File: src/rtl/calc1_req_pkg.sv
// Shared widths, command/response codes and driver state encoding for the
// calc1 request driver.
package calc1_req_pkg;

    localparam int CMD_W   = 4;
    localparam int DATA_W  = 32;
    localparam int RESP_W  = 2;
    localparam int TIMER_W = 16;

    typedef enum logic [CMD_W-1:0] {
        CMD_NOP = 4'b0000,
        CMD_ADD = 4'b0001,
        CMD_SUB = 4'b0010,
        CMD_SLL = 4'b0101,
        CMD_SRL = 4'b0110
    } cmd_e;

    typedef enum logic [RESP_W-1:0] {
        RESP_NONE = 2'b00,
        RESP_OK   = 2'b01,
        RESP_OVF  = 2'b10,
        RESP_ERR  = 2'b11
    } resp_e;

    typedef enum logic [2:0] {
        ST_IDLE  = 3'd0,
        ST_SEND1 = 3'd1,
        ST_SEND2 = 3'd2,
        ST_WAIT  = 3'd3,
        ST_DONE  = 3'd4
    } state_e;

endpackage

File: src/rtl/calc1_req_timer.sv
// WAIT-state cycle counter; restarts from zero whenever the driver is not
// waiting and flags the last permitted WAIT cycle.
module calc1_req_timer
    import calc1_req_pkg::*;
#(
    parameter int TIMEOUT_CYCLES = 64
) (
    input  logic c_clk,
    input  logic reset,
    input  logic run,
    output logic expired
);

    logic [TIMER_W-1:0] count;

    always_ff @(posedge c_clk or negedge reset) begin
        if (!reset) begin
            count <= '0;
        end else if (!run) begin
            count <= '0;
        end else if (!expired) begin
            count <= count + 1'b1;
        end
    end

    // Expiry is seen during WAIT cycle TIMEOUT_CYCLES-1, so WAIT lasts exactly TIMEOUT_CYCLES cycles.
    assign expired = run && (count == TIMER_W'(TIMEOUT_CYCLES - 1));

endmodule

File: src/rtl/calc1_req_driver.sv
// Drives one calc1_top request port: two-beat command/operand send, waits for
// the response and holds it until consumed. CALC1_REQ_TIMEOUT_EN adds a WAIT abort.
module calc1_req_driver
    import calc1_req_pkg::*;
#(
    parameter int TIMEOUT_CYCLES = 64
) (
    input  logic              c_clk,
    input  logic              reset,
    input  logic              op_valid,
    output logic              op_ready,
    input  logic [CMD_W-1:0]  op_cmd,
    input  logic [DATA_W-1:0] op_data1,
    input  logic [DATA_W-1:0] op_data2,
    output logic [CMD_W-1:0]  req_cmd_out,
    output logic [DATA_W-1:0] req_data_out,
    input  logic [RESP_W-1:0] calc_resp_in,
    input  logic [DATA_W-1:0] calc_data_in,
    output logic              res_valid,
    input  logic              res_ready,
    output logic [RESP_W-1:0] res_resp,
    output logic [DATA_W-1:0] res_data,
    output logic              res_timeout,
    output logic              busy
);

    if (TIMEOUT_CYCLES < 1 || TIMEOUT_CYCLES > 65535) begin : g_bad_timeout
        $error("calc1_req_driver: TIMEOUT_CYCLES must be within 1..65535");
    end

    state_e              state;
    state_e              state_next;
    logic [CMD_W-1:0]    cmd_q;
    logic [DATA_W-1:0]   data1_q;
    logic [DATA_W-1:0]   data2_q;
    logic [RESP_W-1:0]   res_resp_q;
    logic [DATA_W-1:0]   res_data_q;
    logic                res_timeout_q;
    logic                resp_seen;
    logic                timeout_hit;

`ifdef CALC1_REQ_TIMEOUT_EN
    calc1_req_timer #(
        .TIMEOUT_CYCLES(TIMEOUT_CYCLES)
    ) u_timer (
        .c_clk   (c_clk),
        .reset   (reset),
        .run     (state == ST_WAIT),
        .expired (timeout_hit)
    );
`else
    assign timeout_hit = 1'b0;
`endif

    assign resp_seen = (calc_resp_in != RESP_NONE);

    always_comb begin
        state_next = state;
        unique case (state)
            ST_IDLE: begin
                if (op_valid) begin
                    state_next = (op_cmd == CMD_NOP) ? ST_DONE : ST_SEND1;
                end
            end
            ST_SEND1: state_next = ST_SEND2;
            ST_SEND2: state_next = ST_WAIT;
            ST_WAIT: begin
                if (resp_seen || timeout_hit) begin
                    state_next = ST_DONE;
                end
            end
            ST_DONE: begin
                if (res_ready) begin
                    state_next = ST_IDLE;
                end
            end
            default: state_next = ST_IDLE;
        endcase
    end

    // A response arriving on the same cycle as expiry wins over the abort.
    always_ff @(posedge c_clk or negedge reset) begin
        if (!reset) begin
            state         <= ST_IDLE;
            cmd_q         <= '0;
            data1_q       <= '0;
            data2_q       <= '0;
            res_resp_q    <= '0;
            res_data_q    <= '0;
            res_timeout_q <= 1'b0;
        end else begin
            state <= state_next;
            if (op_valid && op_ready) begin
                cmd_q   <= op_cmd;
                data1_q <= op_data1;
                data2_q <= op_data2;
                if (op_cmd == CMD_NOP) begin
                    res_resp_q    <= RESP_NONE;
                    res_data_q    <= '0;
                    res_timeout_q <= 1'b0;
                end
            end
            if (state == ST_WAIT) begin
                if (resp_seen) begin
                    res_resp_q    <= calc_resp_in;
                    res_data_q    <= calc_data_in;
                    res_timeout_q <= 1'b0;
                end else if (timeout_hit) begin
                    res_resp_q    <= RESP_ERR;
                    res_data_q    <= '0;
                    res_timeout_q <= 1'b1;
                end
            end
        end
    end

    assign op_ready     = (state == ST_IDLE) && reset;
    assign busy         = (state != ST_IDLE);
    assign req_cmd_out  = (state == ST_SEND1) ? cmd_q : CMD_NOP;
    assign req_data_out = (state == ST_SEND1) ? data1_q :
                          (state == ST_SEND2) ? data2_q : '0;
    assign res_valid    = (state == ST_DONE);
    assign res_resp     = res_resp_q;
    assign res_data     = res_data_q;
    assign res_timeout  = res_timeout_q;

endmodule

File: config.mk
export PLATFORM = sky130hd
export DESIGN_NAME = calc1_req_driver
export DESIGN_NICKNAME = d
export VERILOG_FILES = /design/src/rtl/calc1_req_pkg.sv /design/src/rtl/calc1_req_timer.sv /design/src/rtl/calc1_req_driver.sv
export SDC_FILE = /design/constraint.sdc
export NUM_CORES = 1
export LEC_CHECK = 0
export ABC_AREA = 0
export BUFFER_PORTS_ARGS = -buffer_cell sky130_fd_sc_hd__buf_2
export CAP_MARGIN = 20
export CORE_UTILIZATION = 44
export CTS_CLUSTER_DIAMETER = 80
export CTS_CLUSTER_SIZE = 16
export DETAILED_ROUTE_END_ITERATION = 16
export PLACE_DENSITY = 0.77
export SETUP_SLACK_MARGIN = 0.1
export SLEW_MARGIN = 5
export SYNTH_ARGS = -nofsm -noshare
export SYNTH_HDL_FRONTEND = slang
export SYNTH_HIERARCHICAL = 1
export SYNTH_SLANG_ARGS = --single-unit
File: constraint.sdc
create_clock -name c_clk -period 1.6 [get_ports c_clk]
set_clock_uncertainty 0.15 [all_clocks]
set_input_delay 0.16 -clock c_clk [delete_from_list [all_inputs] [get_ports c_clk]]
set_output_delay 0.16 -clock c_clk [all_outputs]
set_load 0.05 [all_outputs]
==> run metrics <==
syn_area_per_cell=13.80 sq um; die area=10820 sq um; Max-slew headroom=62.54%; # rows=36; vias in the first global route=4750; DP Area=6162 sq um; P&R area growth vs syn=87.41%; port bufs=179; Mapped Cells=332; fin util=86.63%; Slew Limit Fails=0; CTS HTree Levels=3; CP Launch Type=flop; RePlAce Congestion=0.7994; CP endpoint kind=output port; crit path max fanout=9; Num CTS Buffers=9; share of layout cells above drive strength 1=61.00%; maximum capacitance violations=0; grt ovf=0; register bit total from synthesis=106; later-pin clock latency in the skew report=0.37 ns; Fin. Hold Viols=0; clock slew at reported path FFs=0.10 ns; Hold Path Class=input port to flop; Synth Cell Area=4581 sq um; total track usage=31.77%; wire per inst=23.45 um; design area=8584 sq um; CTS root buf=clkbuf_8; Max Buffers Root-to-Sink=2; Final min period=2.122 ns; first-pass GRT wire length=26230 um; Core Region=9910 sq um; post-synthesis sequential area ratio=57.91%; Required @ worst endpoint=1.29 ns; synth unique cells=28; DR iter-0 viols=206; # setup viols final=142; Mapped Nets=438; worst slew pin tran=0.5619 ns; Register Area=2654 sq um; fin worst setup slack=-0.5215 ns; drt drc=0; hold_ws=0.08420 ns; failing checks=setup timing; Crit path arrival time=1.81 ns; DR vias=4438; number of top-level pins=180; CTS sink count=106; Post-Route WL=18600 um; Initial Util=46.22%; total negative slack=-52.46 ns; Placement Setup Slack=-0.2031 ns; Yosys top cell area share=57.91%; Power Total=19.08 mW; max frequency=471.4 MHz; unrepaired setup endpoints after global routing=true; # nets final=760; outcome=complete, but fails checks; Synth area leader=dfrtp_1; most common cell after layout, fill and taps aside=buf_2; router iterations before antenna repair=4; Synth area leaders=dfrtp_1, mux2_2, mux2_4, a22o_1, o2bb2ai_1; die height=104.0 um; placed insts=643; Filler Cell Count=439; vias per cell=5.596; largest net degree at the start of global routing=107; CTS tree=built; die width=104.0 um; P per Cell Area=2223 nW/um^2; critical path class=flop to output port; Pleak=4.048 nW; Post-DP HPWL=8176 um; initial antenna violation count=0; multi-input logic area=2402 sq um; Non-Filler Instances=793; Synth Warn #=6; post-route ant nets=0; Max VDD drop=0.001599 V; fin crit share=132.6%; most frequent cells in the layout=buf_2, dfrtp_1, dlygate4sd3_1
[layer usage]
metal	share of wire, %	global-route usage (%)
met1	37	35.29
met2	53	57.52
met3	7.1	7.769
met4	3.2	13.78
met5	0	0
[synthesized netlist by cell type, drive strengths merged]
| cell type | number |
|---|---|
| o22ai | 2 |
| buf | 17 |
| clkbuf | 12 |
| inv | 3 |
| mux2 | 68 |
| a22o | 32 |
| nor4 | 1 |
| o21ai | 35 |
| o32ai | 1 |
| nor2 | 4 |
| o2bb2ai | 32 |
| a21oi | 1 |
| nor3b | 2 |
| nand2 | 1 |
| dfrtp | 106 |
| and2 | 5 |
| or4 | 1 |
| o211a | 1 |
| nor3 | 1 |
| nand3b | 2 |
| a31oi | 1 |
| and3 | 1 |
| or3 | 1 |
| nand2b | 1 |
| nor4b | 1 |
[worst paths after layout]
path / start / end / slack (ns) / depth (start not counted)
setup / recovery: state[1] / req_data_out[19] / -0.52 / 6
hold / removal: op_valid / state[0] / 0.08 / 3
setup reg to reg: state[1] / data2_q[12] / -0.43 / 8
hold reg to reg: cmd_q[2] / cmd_q[2] / 0.38 / 1
max in group asynchronous: reset / cmd_q[3] / 0.57 / 3
min in group asynchronous: reset / data2_q[22] / 0.31 / 3
[final cells by class]
class	count	area share [%]
clock buffer	14	2.011
tap	133	1.938
sequential	106	30.91
clock inverter	2	0.1166
timing repair buffer	339	36.88
antenna	1	0.02915
multi-input combinational	195	27.98
inverter	3	0.1312
[cells by family (layout without fill, tap and decap cells)]
kind of cell           count (synthesis)  after routing  synth area share, %
other                                  0              1                    0
multiplexers                          68             68                18.36
buffers and inverters                 32            358                3.496
AO/OA/AOI/OAI                        105            105                16.99
AND/OR/NAND/NOR                       21             22                3.251
flip-flops                           106            106                57.91
[state kept, by name (all words and copies together), names as in the netlist]
signal       count
res_resp         2
res_data        32
cmd_q            4
data2_q         32
data1_q         32
state            3
res_timeout      1
[worst max-delay path: stages, from the launching register on]
cell and delay [ns]:
dfrtp_1 0.40, buf_4 0.15, nor3b_4 0.23, buf_6 0.18, buf_16 0.15, a22o_2 0.17
buf_6 0.16
[power by group]
group	leakage (nW)	internal, mW	switching, mW	total (mW)
Clock	0.0965	0.694	0.922	1.62
Combinational	2.67	5.57	6.83	12.4
Sequential	1.29	4.01	1.05	5.06
Total	4.05	10.3	8.80	19.1
[what timing repair did]
action / 4_1_cts / 5_1_grt
hold buffers: 105 / 0
cloned: 9 / 4
setup buffers: 13 / 6
endpoints found under the setup margin: 142 / 143
pin swaps: 5 / 3
endpoints found under the hold margin: 211 / 0
gates resized for setup: 139 / 39
Note: power is estimated with default switching activity, not from simulation.
